File: src/rtl/mem_1r1w_bist_pkg.sv
// Shared types and helpers for the 1R1W March C- memory BIST.
package mem_bist_pkg;

    // Controller states, in the order a run walks through them.
    typedef enum logic [3:0] {
        IDLE,
        M0_W,
        M1_RD,
        M1_WR,
        M2_RD,
        M2_WR,
        M3_RD,
        M3_DRAIN,
        DONE
    } state_e;

    // March element codes reported through fail_elem.
    localparam logic [1:0] ELEM_M0 = 2'd0;
    localparam logic [1:0] ELEM_M1 = 2'd1;
    localparam logic [1:0] ELEM_M2 = 2'd2;
    localparam logic [1:0] ELEM_M3 = 2'd3;

    // Widest data word the helper below handles; callers cast down to their width.
    localparam int DATA_MAX = 1024;

    // Value a read is expected to return in a given march element.
    // Only M2 reads back the inverted background; every other element expects bg.
    function automatic logic [DATA_MAX-1:0] exp_data(input logic [1:0] elem,
                                                     input logic [DATA_MAX-1:0] bg);
        return (elem == ELEM_M2) ? ~bg : bg;
    endfunction

endpackage

File: src/rtl/mem_1r1w_bist_if.sv
// R0/W0 port bundle between the BIST controller and a lowered 1R1W memory.
interface mem_1r1w_bist_if #(
    parameter int ADDR_W = 6,
    parameter int WIDTH  = 64
);
    logic [ADDR_W-1:0] R0_addr;
    logic              R0_en;
    logic [WIDTH-1:0]  R0_data;
    logic [ADDR_W-1:0] W0_addr;
    logic              W0_en;
    logic [WIDTH-1:0]  W0_data;

    // The BIST is the client: it drives addresses, enables and write data.
    modport master (
        output R0_addr, R0_en, W0_addr, W0_en, W0_data,
        input  R0_data
    );

    // The memory answers with read data one cycle after R0_en.
    modport slave (
        input  R0_addr, R0_en, W0_addr, W0_en, W0_data,
        output R0_data
    );
endinterface

File: src/rtl/mem_1r1w_bist_checker.sv
// Read-data comparator: counts miscompares and remembers the first one.
module mem_bist_checker
    import mem_bist_pkg::*;
#(
    parameter int WIDTH  = 64,
    parameter int ADDR_W = 6
) (
    input  logic              clock,
    input  logic              reset_n,
    input  logic              clear,
    input  logic              compare_valid,
    input  logic [WIDTH-1:0]  expected,
    input  logic [WIDTH-1:0]  r0_data,
    input  logic [ADDR_W-1:0] addr,
    input  logic [1:0]        elem,
    output logic [15:0]       err_count,
    output logic [ADDR_W-1:0] fail_addr,
    output logic [1:0]        fail_elem,
    output logic [WIDTH-1:0]  fail_syndrome,
    output logic              err_zero_next
);

    logic [15:0]       err_count_q, err_count_d;
    logic [ADDR_W-1:0] fail_addr_q, fail_addr_d;
    logic [1:0]        fail_elem_q, fail_elem_d;
    logic [WIDTH-1:0]  fail_syndrome_q, fail_syndrome_d;
    logic [WIDTH-1:0]  syndrome;
    logic              miscompare;

    // Compare, saturate the error count, and latch the failure details only for the first miscompare.
    always_comb begin
        syndrome        = r0_data ^ expected;
        miscompare      = compare_valid && (syndrome != '0);
        err_count_d     = err_count_q;
        fail_addr_d     = fail_addr_q;
        fail_elem_d     = fail_elem_q;
        fail_syndrome_d = fail_syndrome_q;
        if (clear) begin
            err_count_d     = '0;
            fail_addr_d     = '0;
            fail_elem_d     = '0;
            fail_syndrome_d = '0;
        end else if (miscompare) begin
            if (err_count_q != 16'hFFFF) begin
                err_count_d = err_count_q + 16'd1;
            end
            if (err_count_q == 16'd0) begin
                fail_addr_d     = addr;
                fail_elem_d     = elem;
                fail_syndrome_d = syndrome;
            end
        end
        err_zero_next = (err_count_d == 16'd0);
    end

    // Result registers, cleared asynchronously.
    always_ff @(posedge clock or negedge reset_n) begin
        if (!reset_n) begin
            err_count_q     <= '0;
            fail_addr_q     <= '0;
            fail_elem_q     <= '0;
            fail_syndrome_q <= '0;
        end else begin
            err_count_q     <= err_count_d;
            fail_addr_q     <= fail_addr_d;
            fail_elem_q     <= fail_elem_d;
            fail_syndrome_q <= fail_syndrome_d;
        end
    end

    assign err_count     = err_count_q;
    assign fail_addr     = fail_addr_q;
    assign fail_elem     = fail_elem_q;
    assign fail_syndrome = fail_syndrome_q;

endmodule

File: src/rtl/mem_1r1w_bist.sv
// March C- style BIST controller for one lowered 1R1W memory:
// W(bg) up, R(bg)W(~bg) up, R(~bg)W(bg) down, R(bg) up.
module mem_1r1w_bist
    import mem_bist_pkg::*;
#(
    parameter int              DEPTH  = 48,
    parameter int              WIDTH  = 64,
    parameter int              ADDR_W = 6,
    parameter logic [WIDTH-1:0] BG    = {(WIDTH/2){2'b01}}
) (
    input  logic                clock,
    input  logic                reset_n,
    input  logic                start,
    mem_1r1w_bist_if.master     mem,
    output logic                busy,
    output logic                done,
    output logic                pass,
    output logic [15:0]         err_count,
    output logic [ADDR_W-1:0]   fail_addr,
    output logic [1:0]          fail_elem,
    output logic [WIDTH-1:0]    fail_syndrome
);

    localparam logic [ADDR_W-1:0] LAST = ADDR_W'(DEPTH - 1);

    state_e            state_q, state_d;
    logic [ADDR_W-1:0] addr_q, addr_d;
    logic              start_run;

    logic              r0_en_q, r0_en_d;
    logic [ADDR_W-1:0] r0_addr_q, r0_addr_d;
    logic [1:0]        r0_elem_q, r0_elem_d;
    logic              w0_en_q, w0_en_d;
    logic [ADDR_W-1:0] w0_addr_q, w0_addr_d;
    logic [WIDTH-1:0]  w0_data_q, w0_data_d;
    logic              busy_q, busy_d;
    logic              done_q, done_d;
    logic              pass_q, pass_d;

    logic              rd_pend_q, rd_pend_d;
    logic [ADDR_W-1:0] rd_pend_addr_q, rd_pend_addr_d;
    logic [1:0]        rd_pend_elem_q, rd_pend_elem_d;

    logic [WIDTH-1:0]  expected;
    logic              err_zero_next;

    // Next state and address: M2 walks down from DEPTH-1, everything else walks up.
    always_comb begin
        state_d   = state_q;
        addr_d    = addr_q;
        start_run = 1'b0;
        case (state_q)
            IDLE: begin
                if (start) begin
                    start_run = 1'b1;
                    state_d   = M0_W;
                    addr_d    = '0;
                end
            end
            M0_W: begin
                if (addr_q == LAST) begin
                    state_d = M1_RD;
                    addr_d  = '0;
                end else begin
                    addr_d = addr_q + ADDR_W'(1);
                end
            end
            M1_RD: state_d = M1_WR;
            M1_WR: begin
                if (addr_q == LAST) begin
                    state_d = M2_RD;
                    addr_d  = LAST;
                end else begin
                    state_d = M1_RD;
                    addr_d  = addr_q + ADDR_W'(1);
                end
            end
            M2_RD: state_d = M2_WR;
            M2_WR: begin
                if (addr_q == '0) begin
                    state_d = M3_RD;
                    addr_d  = '0;
                end else begin
                    state_d = M2_RD;
                    addr_d  = addr_q - ADDR_W'(1);
                end
            end
            M3_RD: begin
                if (addr_q == LAST) begin
                    state_d = M3_DRAIN;
                    addr_d  = '0;
                end else begin
                    addr_d = addr_q + ADDR_W'(1);
                end
            end
            M3_DRAIN: state_d = DONE;
            DONE:     state_d = IDLE;
            default: begin
                state_d = IDLE;
                addr_d  = '0;
            end
        endcase
    end

    // Decode the upcoming state into registered port values; idle ports park at zero.
    always_comb begin
        r0_en_d        = 1'b0;
        r0_addr_d      = '0;
        r0_elem_d      = ELEM_M0;
        w0_en_d        = 1'b0;
        w0_addr_d      = '0;
        w0_data_d      = '0;
        busy_d         = (state_d != IDLE) && (state_d != DONE);
        done_d         = (state_d == DONE);
        pass_d         = pass_q;
        if (start_run) begin
            pass_d = 1'b0;
        end else if (state_d == DONE) begin
            pass_d = err_zero_next;
        end
        case (state_d)
            M0_W: begin
                w0_en_d   = 1'b1;
                w0_addr_d = addr_d;
                w0_data_d = BG;
            end
            M1_RD: begin
                r0_en_d   = 1'b1;
                r0_addr_d = addr_d;
                r0_elem_d = ELEM_M1;
            end
            M1_WR: begin
                w0_en_d   = 1'b1;
                w0_addr_d = addr_d;
                w0_data_d = ~BG;
            end
            M2_RD: begin
                r0_en_d   = 1'b1;
                r0_addr_d = addr_d;
                r0_elem_d = ELEM_M2;
            end
            M2_WR: begin
                w0_en_d   = 1'b1;
                w0_addr_d = addr_d;
                w0_data_d = BG;
            end
            M3_RD: begin
                r0_en_d   = 1'b1;
                r0_addr_d = addr_d;
                r0_elem_d = ELEM_M3;
            end
            default: begin
            end
        endcase
        rd_pend_d      = r0_en_q;
        rd_pend_addr_d = r0_addr_q;
        rd_pend_elem_d = r0_elem_q;
    end

    // State, port and read-tracking registers; reset aborts any run in progress.
    always_ff @(posedge clock or negedge reset_n) begin
        if (!reset_n) begin
            state_q        <= IDLE;
            addr_q         <= '0;
            r0_en_q        <= 1'b0;
            r0_addr_q      <= '0;
            r0_elem_q      <= ELEM_M0;
            w0_en_q        <= 1'b0;
            w0_addr_q      <= '0;
            w0_data_q      <= '0;
            busy_q         <= 1'b0;
            done_q         <= 1'b0;
            pass_q         <= 1'b0;
            rd_pend_q      <= 1'b0;
            rd_pend_addr_q <= '0;
            rd_pend_elem_q <= ELEM_M0;
        end else begin
            state_q        <= state_d;
            addr_q         <= addr_d;
            r0_en_q        <= r0_en_d;
            r0_addr_q      <= r0_addr_d;
            r0_elem_q      <= r0_elem_d;
            w0_en_q        <= w0_en_d;
            w0_addr_q      <= w0_addr_d;
            w0_data_q      <= w0_data_d;
            busy_q         <= busy_d;
            done_q         <= done_d;
            pass_q         <= pass_d;
            rd_pend_q      <= rd_pend_d;
            rd_pend_addr_q <= rd_pend_addr_d;
            rd_pend_elem_q <= rd_pend_elem_d;
        end
    end

    // Read data returns one cycle after R0_en, so the compare uses the delayed address/element.
    assign expected = WIDTH'(exp_data(rd_pend_elem_q, DATA_MAX'(BG)));

    mem_bist_checker #(
        .WIDTH  (WIDTH),
        .ADDR_W (ADDR_W)
    ) u_checker (
        .clock         (clock),
        .reset_n       (reset_n),
        .clear         (start_run),
        .compare_valid (rd_pend_q),
        .expected      (expected),
        .r0_data       (mem.R0_data),
        .addr          (rd_pend_addr_q),
        .elem          (rd_pend_elem_q),
        .err_count     (err_count),
        .fail_addr     (fail_addr),
        .fail_elem     (fail_elem),
        .fail_syndrome (fail_syndrome),
        .err_zero_next (err_zero_next)
    );

    assign mem.R0_en   = r0_en_q;
    assign mem.R0_addr = r0_addr_q;
    assign mem.W0_en   = w0_en_q;
    assign mem.W0_addr = w0_addr_q;
    assign mem.W0_data = w0_data_q;
    assign busy        = busy_q;
    assign done        = done_q;
    assign pass        = pass_q;

endmodule

File: src/flat_wrapper.sv
// flat-port wrapper written by rule: the top's interface ports become plain ports
module mem_1r1w_bist_flat import mem_bist_pkg::*;
#(
    parameter int              DEPTH  = 48,
    parameter int              WIDTH  = 64,
    parameter int              ADDR_W = 6,
    parameter logic [WIDTH-1:0] BG    = {(WIDTH/2){2'b01}}
)
  (clock, reset_n, start, busy, done, pass, err_count, fail_addr, fail_elem, fail_syndrome, mem_R0_addr, mem_R0_en, mem_W0_addr, mem_W0_en, mem_W0_data, mem_R0_data);
  mem_1r1w_bist_if #(.ADDR_W(ADDR_W), .WIDTH(WIDTH)) mem_i ();
  input  logic clock;
  input  logic reset_n;
  input  logic start;
  output logic busy;
  output logic done;
  output logic pass;
  output logic [15:0] err_count;
  output logic [ADDR_W-1:0] fail_addr;
  output logic [1:0] fail_elem;
  output logic [WIDTH-1:0] fail_syndrome;
  output wire logic [$bits(mem_i.R0_addr)-1:0] mem_R0_addr;
  output wire logic [$bits(mem_i.R0_en)-1:0] mem_R0_en;
  output wire logic [$bits(mem_i.W0_addr)-1:0] mem_W0_addr;
  output wire logic [$bits(mem_i.W0_en)-1:0] mem_W0_en;
  output wire logic [$bits(mem_i.W0_data)-1:0] mem_W0_data;
  input wire logic [$bits(mem_i.R0_data)-1:0] mem_R0_data;
  assign mem_R0_addr = mem_i.R0_addr;
  assign mem_R0_en = mem_i.R0_en;
  assign mem_W0_addr = mem_i.W0_addr;
  assign mem_W0_en = mem_i.W0_en;
  assign mem_W0_data = mem_i.W0_data;
  assign mem_i.R0_data = mem_R0_data;
  mem_1r1w_bist #(.DEPTH(DEPTH), .WIDTH(WIDTH), .ADDR_W(ADDR_W), .BG(BG)) u_core (.clock(clock), .reset_n(reset_n), .start(start), .mem(mem_i), .busy(busy), .done(done), .pass(pass), .err_count(err_count), .fail_addr(fail_addr), .fail_elem(fail_elem), .fail_syndrome(fail_syndrome));
endmodule
File: config.mk
export PLATFORM = sky130hd
export DESIGN_NAME = mem_1r1w_bist_flat
export DESIGN_NICKNAME = d
export VERILOG_FILES = /design/src/rtl/mem_1r1w_bist_pkg.sv /design/src/rtl/mem_1r1w_bist_if.sv /design/src/rtl/mem_1r1w_bist_checker.sv /design/src/rtl/mem_1r1w_bist.sv /design/src/flat_wrapper.sv
export SDC_FILE = /design/constraint.sdc
export NUM_CORES = 1
export LEC_CHECK = 0
export ABC_AREA = 1
export BUFFER_PORTS_ARGS = -buffer_cell sky130_fd_sc_hd__buf_2
export CORE_MARGIN = 1.5
export CORE_UTILIZATION = 56
export DETAILED_ROUTE_END_ITERATION = 8
export GPL_TIMING_DRIVEN = 0
export PLACE_DENSITY = 0.92
export SYNTH_ARGS = -nofsm -noshare
export SYNTH_HDL_FRONTEND = slang
export SYNTH_HIERARCHICAL = 1
export SYNTH_SLANG_ARGS = --single-unit
File: constraint.sdc
create_clock -name clock -period 16.8 [get_ports clock]
set_clock_uncertainty 0.1 [all_clocks]
set_input_delay 0 -clock clock [delete_from_list [all_inputs] [get_ports clock]]
set_output_delay 0 -clock clock [all_outputs]
set_load 0.005 [all_outputs]
==> flow_metrics.env, run 1 <==
export IMPL_status="finished with violations"
export IMPL_violations="DRC"
export IMPL_hold_slack_ns=0.0254
export IMPL_post_dp_hpwl_um=15000
export IMPL_cts_sinks=128
export IMPL_synthMostInstantiatedCell="nand2_1"
export IMPL_dieArea_um2=14100
export IMPL_synth_area_um2=7520
export IMPL_combPwrFrac=0.059
export IMPL_hold_class="in2async"
export IMPL_ys_warn_count=6
export IMPL_n_antenna_cell=0
export IMPL_p_sw_mw=0.169
export IMPL_synth_area_per_cell_um2=6.98
export IMPL_synth_ff_type="dfrtp_1"
export IMPL_rows=42
export IMPL_p_clk_frac=0.556
export IMPL_wirelength_um=25800
export IMPL_rr_startpoint="u_core/rd_pend_elem_q[0]$_DFF_PN0_"
export IMPL_layout_nets=1472
export IMPL_final_cells=1589
export IMPL_ctsRootBufferMaster="clkbuf_16"
export IMPL_ys_top_cells_by_area="dfrtp_1 (43%), nand2_1 (17%), nand3_1 (8.7%)"
export IMPL_ys_seq_area_frac=0.426
export IMPL_swShare=0.211
export IMPL_antenna_found_initial=0
export IMPL_synth_fp_nets=1150
export IMPL_synth_async_reset_ratio=1.00
export IMPL_ys_ff_latch=128
export IMPL_crit_chain="nor2_4 -> buf_12 -> inv_2 -> nor2_1 -> nor2_1 -> nor2_1 -> nand2_1 -> nor2_1 -> nand2_1 -> nor2_1 -> nand2_2 -> clkbuf_1 -> nand2_1 -> nand2_1 -> nand3_1 -> nand2_1 -> nor2_1 -> nand2_1 -> nor2_1 -> nor2_1 -> nor3_1"
export IMPL_drv_slew=0
export IMPL_critPathMaxStageDelay_ns=0.48
export IMPL_numCtsBuffers=17
export IMPL_fin_crit_ns=4.34
export IMPL_r2r_setup_slack_ns=12.46
export IMPL_arrival_ns=4.58
export IMPL_drt_iter0_drc=1348
export IMPL_worstMarginPinSlew_ns=1.07
export IMPL_max_slew_margin_rel=0.283
export IMPL_viasPerCell=5.46
export IMPL_drc=2
export IMPL_grt_pass1_vias=8367
export IMPL_cts_hold_buffers=66
export IMPL_dp_cells=1491
export IMPL_fmax_mhz=231
export IMPL_path_max_fanout=55
export IMPL_grt_max_degree=67
export IMPL_die_w_um=119
export IMPL_post_route_util=0.784
export IMPL_cts_tree="yes"
export IMPL_start_util=0.570
export IMPL_path_common_cell="nor2_1"
export IMPL_coreArea_um2=13200
export IMPL_layout_drive_gt1_share=0.265
export IMPL_clock_latency_ns=0.42
export IMPL_maxCapViolations=0
export IMPL_portBuffers=235
export IMPL_hold_viol_final=0
export IMPL_clk_path_buf_depth=2
export IMPL_firstDrtPassIters=9
export IMPL_syn2layout_area_growth_pct=37.6
export IMPL_syn_inst=1078
export IMPL_synth_top_area_cell="dfrtp_1"
export IMPL_finalCritPeriodShare=0.258
export IMPL_cp_start_kind="flip-flop"
export IMPL_p_seq_frac=0.385
export IMPL_worstSetupPathType="reg2reg"
export IMPL_synth_top_area_frac=0.426
export IMPL_post_cts_resize_count=0
export IMPL_p_int_mw=0.631
export IMPL_dr_total_vias=8671
export IMPL_fin_setup_tns_ns=0
export IMPL_powerDensity_nw_per_um2=77.4
export IMPL_place_congestion=0.952
export IMPL_synthTopCellsByCount="nand2_1 (348), nor2_1 (168), inv_1 (139)"
export IMPL_p_leak_nw=6.50
export IMPL_cts_setup_buffers=0
export IMPL_gr_usage_all_layers=0.376
export IMPL_clk_pin_slew_ns=0.07
export IMPL_slowest_stage="nor2_4"
export IMPL_grt_overflow=0
export IMPL_cp_required_ns=17.04
export IMPL_grt_pass1_wl_um=41300
export IMPL_finalSetupViolCount=0
export IMPL_max_vdd_ir_drop_mv=0.0854
export IMPL_crit_start="u_core/rd_pend_elem_q[0]$_DFF_PN0_"
export IMPL_ys_types=33
export IMPL_antenna_left=0
export IMPL_die_y_um=119
export IMPL_rsz0062_at_grt="no"
export IMPL_wire_per_inst_um=16.2
export IMPL_ios=236
export IMPL_synth_edff_count=0
export IMPL_htree_levels=4
export IMPL_critPathCaptureType="flip-flop"
cell type report:
cell class	instances	area (um^2)
sequential	128	3200
multi-input combinational	716	3170
fill	850	2840
timing repair buffer	303	1890
buffer	90	617
inverter	144	541
clock buffer	19	453
clock inverter	13	256
tap	176	220
layout by cell type, fill, tap and decap left out, drive strengths merged, types with 2 or more instances in the layout:
cell type    count
inv            144
a21oi            3
o21ai            7
buf            316
nand2          354
dfrtp          128
bufinv           7
nand4            7
ha               5
nor4             2
clkbuf          30
dlygate4sd3     66
nor2           176
clkinv           4
clkinvlp         2
xor2            14
nor3             8
nand3          135
routing by layer:
metal	vias up	track usage	wire length, um
li1	3865	-	-
met1	3869	0.450	8930
met2	741	0.620	12500
met3	196	0.0915	2690
met4	0	0.218	1650
met5	-	0	0
power groups by stage:
| stage | Sequential (mW) | Clock (mW) | Combinational (mW) |
|---|---|---|---|
| after detailed placement | 0.314 | 0 | 0.0304 |
| final | 0.308 | 0.445 | 0.0469 |
| after CTS | 0.308 | 0.446 | 0.0429 |
| after global placement | 0.314 | 0 | 0.0284 |
| after global routing | 0.308 | 0.463 | 0.0505 |
| after floorplan | 0.314 | 0 | 0.0111 |
kinds of logic after synthesis:
family,count (synthesis),synth area share
AO/OA/AOI/OAI,11,0.00965
XOR/XNOR,15,0.0175
adder cells (fa/ha/maj),5,0.00832
buffers and inverters,234,0.154
flip-flops,128,0.426
AND/OR/NAND/NOR,685,0.385
worst paths after layout:
| check | end | cells after the start |
|---|---|---|
| worst max register to register | u_core/pass$_DFFE_PN0P_ | 21 |
| min in group clock | u_core/rd_pend_elem_q[1]$_DFF_PN0_ | 0 |
| max in group asynchronous | u_core/u_checker/err_count[11]$_DFF_PN0_ | 3 |
| worst min-delay path | u_core/u_checker/fail_syndrome[37]$_DFFE_PN0P_ | 2 |
| worst min register to register | u_core/rd_pend_elem_q[1]$_DFF_PN0_ | 0 |
| worst max-delay path | u_core/pass$_DFFE_PN0P_ | 21 |
flip-flops by register name, summed over array words and instances, names as in the netlist, 4 cells and up:
signal / cells
u_core/addr_q: 6
u_core/mem.R0_addr: 6
u_core/mem.W0_addr: 6
u_core/rd_pend_addr_q: 6
u_core/state_q: 4
u_core/u_checker/err_count: 16
u_core/u_checker/fail_addr: 6
u_core/u_checker/fail_syndrome: 64
worst max-delay path: cells and delay by family, from the launching register on:
family        cells  cell delay [ns]
buf+inv           3             1.00
flops             1             0.40
simple gates     18             2.70
metrics by stage:
| step | instance area (um^2) | power (mW) | setup WS, ns |
|---|---|---|---|
| 4_1_cts | 10300 | 0.797 | 12.87 |
| 3_3_place_gp | 8920 | 0.342 | 8.86 |
| 5_1_grt | 10300 | 0.822 | 12.34 |
| 2_1_floorplan | 7520 | 0.325 | 11.07 |
| 3_5_place_dp | 8980 | 0.344 | 12.91 |
| 6_report | 10300 | 0.801 | 12.46 |
(Power assumes the default switching activity.)
==> run 2, diff against run 1 <==
--- a/config.mk
+++ b/config.mk
@@ -5,13 +5,13 @@
 export SDC_FILE = /design/constraint.sdc
 export NUM_CORES = 1
 export LEC_CHECK = 0
-export ABC_AREA = 1
+export ABC_AREA = 0
 export BUFFER_PORTS_ARGS = -buffer_cell sky130_fd_sc_hd__buf_2
 export CORE_MARGIN = 1.5
-export CORE_UTILIZATION = 56
+export CORE_UTILIZATION = 46
 export DETAILED_ROUTE_END_ITERATION = 8
 export GPL_TIMING_DRIVEN = 0
-export PLACE_DENSITY = 0.92
+export PLACE_DENSITY = 0.83
 export SYNTH_ARGS = -nofsm -noshare
 export SYNTH_HDL_FRONTEND = slang
 export SYNTH_HIERARCHICAL = 1
==> constraint.sdc (replaced) <==
create_clock -name clock -period 3.5 [get_ports clock]
set_clock_uncertainty 0.1 [all_clocks]
set_input_delay 0 -clock clock [delete_from_list [all_inputs] [get_ports clock]]
set_output_delay 0 -clock clock [all_outputs]
set_load 0.005 [all_outputs]
==> run 2 against run 1 <==
The flow finishes with violations (setup timing). Non-clock buffer count grew 33. Sequential cell count is the same. Synthesized cell count fell by 31%. Largest power group is now combinational logic. Sequential power rose to 7.2 times the previous value. Final area down 2.3%. Area after synthesis decreased by 8.7%. Clock power increased to 3.9 times the previous value. Critical path type unchanged. Critical endpoint is now u_core/u_checker/fail_syndrome[22]$_DFFE_PN0P_. Final cell count decreased by 19%. Critical path depth fell by 5. Wire length grew 7.2%. Utilization is 8.9 points lower. Worst hold slack better by 0.028 ns.
==> flow_metrics.env, run 2 <==
export IMPL_status="finished with violations"
export IMPL_violations="setup timing"
export IMPL_rsz0062_at_grt="yes"
export IMPL_synth_ff_type="dfrtp_1"
export IMPL_numCtsBuffers=17
export IMPL_grt_overflow=0
export IMPL_path_common_cell="buf_12"
export IMPL_antenna_found_initial=1
export IMPL_ys_warn_count=6
export IMPL_fmax_mhz=244
export IMPL_p_total_mw=6.94
export IMPL_layout_commonest_cell="buf_2"
export IMPL_layout_drive_gt1_share=0.389
export IMPL_critical_path_cell_count=16
export IMPL_hold_class="in2async"
export IMPL_place_ws_ns=-1.60
export IMPL_cts_tree="yes"
export IMPL_yosys_area_share_simple=0.200
export IMPL_gr_usage_all_layers=0.309
export IMPL_fin_crit_ns=4.09
export IMPL_worstSetupEndpoint="u_core/u_checker/fail_syndrome[22]$_DFFE_PN0P_"
export IMPL_regArea_um2=3200
export IMPL_synth_fp_nets=820
export IMPL_grt_max_degree=72
export IMPL_worstMarginPinSlew_ns=0.888
export IMPL_slowest_stage="nor4_2"
export IMPL_grt_pass1_vias=7047
export IMPL_syn_inst=748
export IMPL_viasPerCell=5.87
export IMPL_largest_register_ffs=64
export IMPL_ys_types=67
export IMPL_maxCapViolations=0
export IMPL_multi_input_area_um2=3200
export IMPL_dr_total_vias=7588
export IMPL_finalSetupViolCount=71
export IMPL_synth_async_reset_ratio=1.00
export IMPL_crit_chain="nand2b_4 -> clkinvlp_4 -> buf_12 -> buf_12 -> buf_8 -> xor2_1 -> nor4_2 -> nand4_1 -> nor4_4 -> buf_6 -> buf_4 -> or4b_2 -> buf_2 -> clkbuf_4 -> nand2_1 -> a21oi_1"
export IMPL_rows=44
export IMPL_ios=236
export IMPL_max_vdd_ir_drop_mv=0.368
export IMPL_ys_ff_latch=128
export IMPL_layout_nets=1168
export IMPL_clk_path_buf_depth=2
export IMPL_yosys_area_share_adder=0.00911
export IMPL_synth_area_per_cell_um2=9.18
export IMPL_finalCritPeriodShare=1.17
export IMPL_layout_common_cells="buf_2 (239), nand2_1 (158), dfrtp_1 (127), buf_4 (79), a21oi_1 (79)"
export IMPL_antenna_left=0
export IMPL_rr_startpoint="u_core/rd_pend_elem_q[1]$_DFF_PN0_"
export IMPL_wirelength_um=27600
export IMPL_coreArea_um2=14500
export IMPL_nFillCells=967
export IMPL_max_slew_margin_rel=0.408
export IMPL_drt_iter0_drc=1102
export IMPL_reg2reg_depth=16
export IMPL_drc=0
export IMPL_firstDrtPassIters=7
export IMPL_ctsRootBufferMaster="clkbuf_16"
export IMPL_clock_latency_ns=0.41
export IMPL_powerDensity_nw_per_um2=686
export IMPL_crit_start="u_core/rd_pend_elem_q[1]$_DFF_PN0_"
export IMPL_hold_viol_final=0
export IMPL_drv_slew=0
export IMPL_synth_xor_area_frac=0.0995
export IMPL_path_max_fanout=10
export IMPL_synth_compound_area_frac=0.107
export IMPL_synth_top_area_cell="dfrtp_1"
export IMPL_dieArea_um2=15700
export IMPL_arrival_ns=4.26
export IMPL_grt_pass1_wl_um=38200
export IMPL_portBuffers=235
export IMPL_cp_top_family="simple AND/OR/NAND/NOR gates"
export IMPL_cts_sinks=128
export IMPL_place_congestion=0.879
export IMPL_r2r_setup_slack_ns=-0.59
export IMPL_die_w_um=125
export IMPL_muxShareOfSynthArea=0.0128
export IMPL_worstSetupPathType="reg2reg"
export IMPL_ys_top_cells_by_area="dfrtp_1 (47%), xor2_1 (8.8%), nand2_1 (8.6%)"
export IMPL_p_leak_nw=5.11
export IMPL_syn2layout_area_growth_pct=47.3
export IMPL_synth_top_area_frac=0.467
export IMPL_synthMostInstantiatedCell="nand2_1"
export IMPL_crit_buf_inv=8
export IMPL_htree_levels=4
export IMPL_synth_edff_count=0
export IMPL_synthTopCellsByCount="nand2_1 (158), dfrtp_1 (128), a21oi_1 (79)"
export IMPL_fin_ws_ns=-0.595
export IMPL_cp_required_ns=3.66
export IMPL_clk_pin_slew_ns=0.07
export IMPL_synth_top_family_by_area="simple AND/OR/NAND/NOR gates"
export IMPL_cp_start_kind="flip-flop"
export IMPL_wire_per_inst_um=21.4
export IMPL_post_dp_hpwl_um=14500
export IMPL_critPathMaxStageDelay_ns=0.55
export IMPL_ys_seq_area_frac=0.467
export IMPL_start_util=0.472
export IMPL_die_y_um=125
export IMPL_r2r_end="u_core/u_checker/fail_syndrome[22]$_DFFE_PN0P_"
export IMPL_critPathCaptureType="flip-flop"
export IMPL_synth_area_um2=6870
-- run 2: cell types whose count changed in the layout (fill, tap and decap cells not counted), sizes merged, moves of 16 or more --
cell,delta
buf,+16
nor4,+19
inv,-123
nand2,-196
a21oi,+76
clkbuf,+17
nand3,-123
xor2,+55
nor2,-138
-- run 2: worst min-delay path by stage --
| stage | end | slack, ns | depth (start not counted) |
|---|---|---|---|
| after CTS | u_core/u_checker/fail_syndrome[39]$_DFFE_PN0P_ | 0.04 | 2 |
| after detailed placement | u_core/u_checker/fail_syndrome[39]$_DFFE_PN0P_ | -0.09 | 1 |
| after floorplan | u_core/addr_q[0]$_DFF_PN0_ | -0.40 | 0 |
| after global routing | u_core/u_checker/fail_syndrome[27]$_DFFE_PN0P_ | 0.1 | 2 |
| after global placement | u_core/u_checker/fail_syndrome[4]$_DFFE_PN0P_ | 0.21 | 4 |
| final | u_core/u_checker/fail_syndrome[33]$_DFFE_PN0P_ | 0.05 | 2 |
-- run 2: cell families (layout without fill, tap and decap cells) --
logic type | after synthesis | in the layout
flip-flops | 128 | 128
other | 0 | 1
XOR/XNOR | 78 | 78
AO/OA/AOI/OAI | 121 | 121
AND/OR/NAND/NOR | 287 | 288
multiplexers | 8 | 8
adder cells (fa/ha/maj) | 5 | 5
buffers and inverters | 121 | 479
-- run 2: metal layers --
layer / GRT usage / part of all wire / vias up
met5: 0 / 0 / -
met4: 0.179 / 0.085 / 0
met3: 0.0792 / 0.11 / 253
met2: 0.516 / 0.46 / 690
met1: 0.361 / 0.34 / 3497
li1: - / - / 3148
-- run 2: metrics by stage --
stage	hold slack, ns	area (um^2)	std cells	setup TNS (ns)	utilization
after detailed placement	-0.0932	8340	1168	-111.45	0.574
after global routing	0.0987	10100	1292	-26.23	0.696
after floorplan	-0.396	6900	748	-5.36	-
final	0.0531	10100	1292	-18.86	0.696
after CTS	0.0438	9770	1282	-0.0911	0.673
after global placement	0.210	8310	1167	-112.88	0.572
-- run 2: layout make-up --
type / count / area share
diodes: 1 / 0.000247
plain buffers: 99 / 0.0671
clock buffers: 19 / 0.0438
clock inverters: 11 / 0.0116
inverters: 22 / 0.00854
multi-input cells: 500 / 0.317
flip-flops and latches: 128 / 0.317
well taps: 184 / 0.0228
repair buffers: 327 / 0.211
repair inverters: 1 / 0.000742
-- run 2: power breakdown --
group	switching (mW)	internal [mW]	total, mW
registers	0.346	1.87	2.22
logic	1.68	1.32	3.00
clock network	0.669	1.05	1.72
-- run 2: repair_timing --
| action | CTS | global route |
|---|---|---|
| hold endpoints to repair | 194 | 0 |
| setup buffers | 16 | 8 |
| setup endpoints to repair | 89 | 71 |
| hold buffers | 66 | 0 |
| resized for setup | 17 | 48 |
| gates cloned | 2 | 1 |
| pin swaps | 7 | 20 |
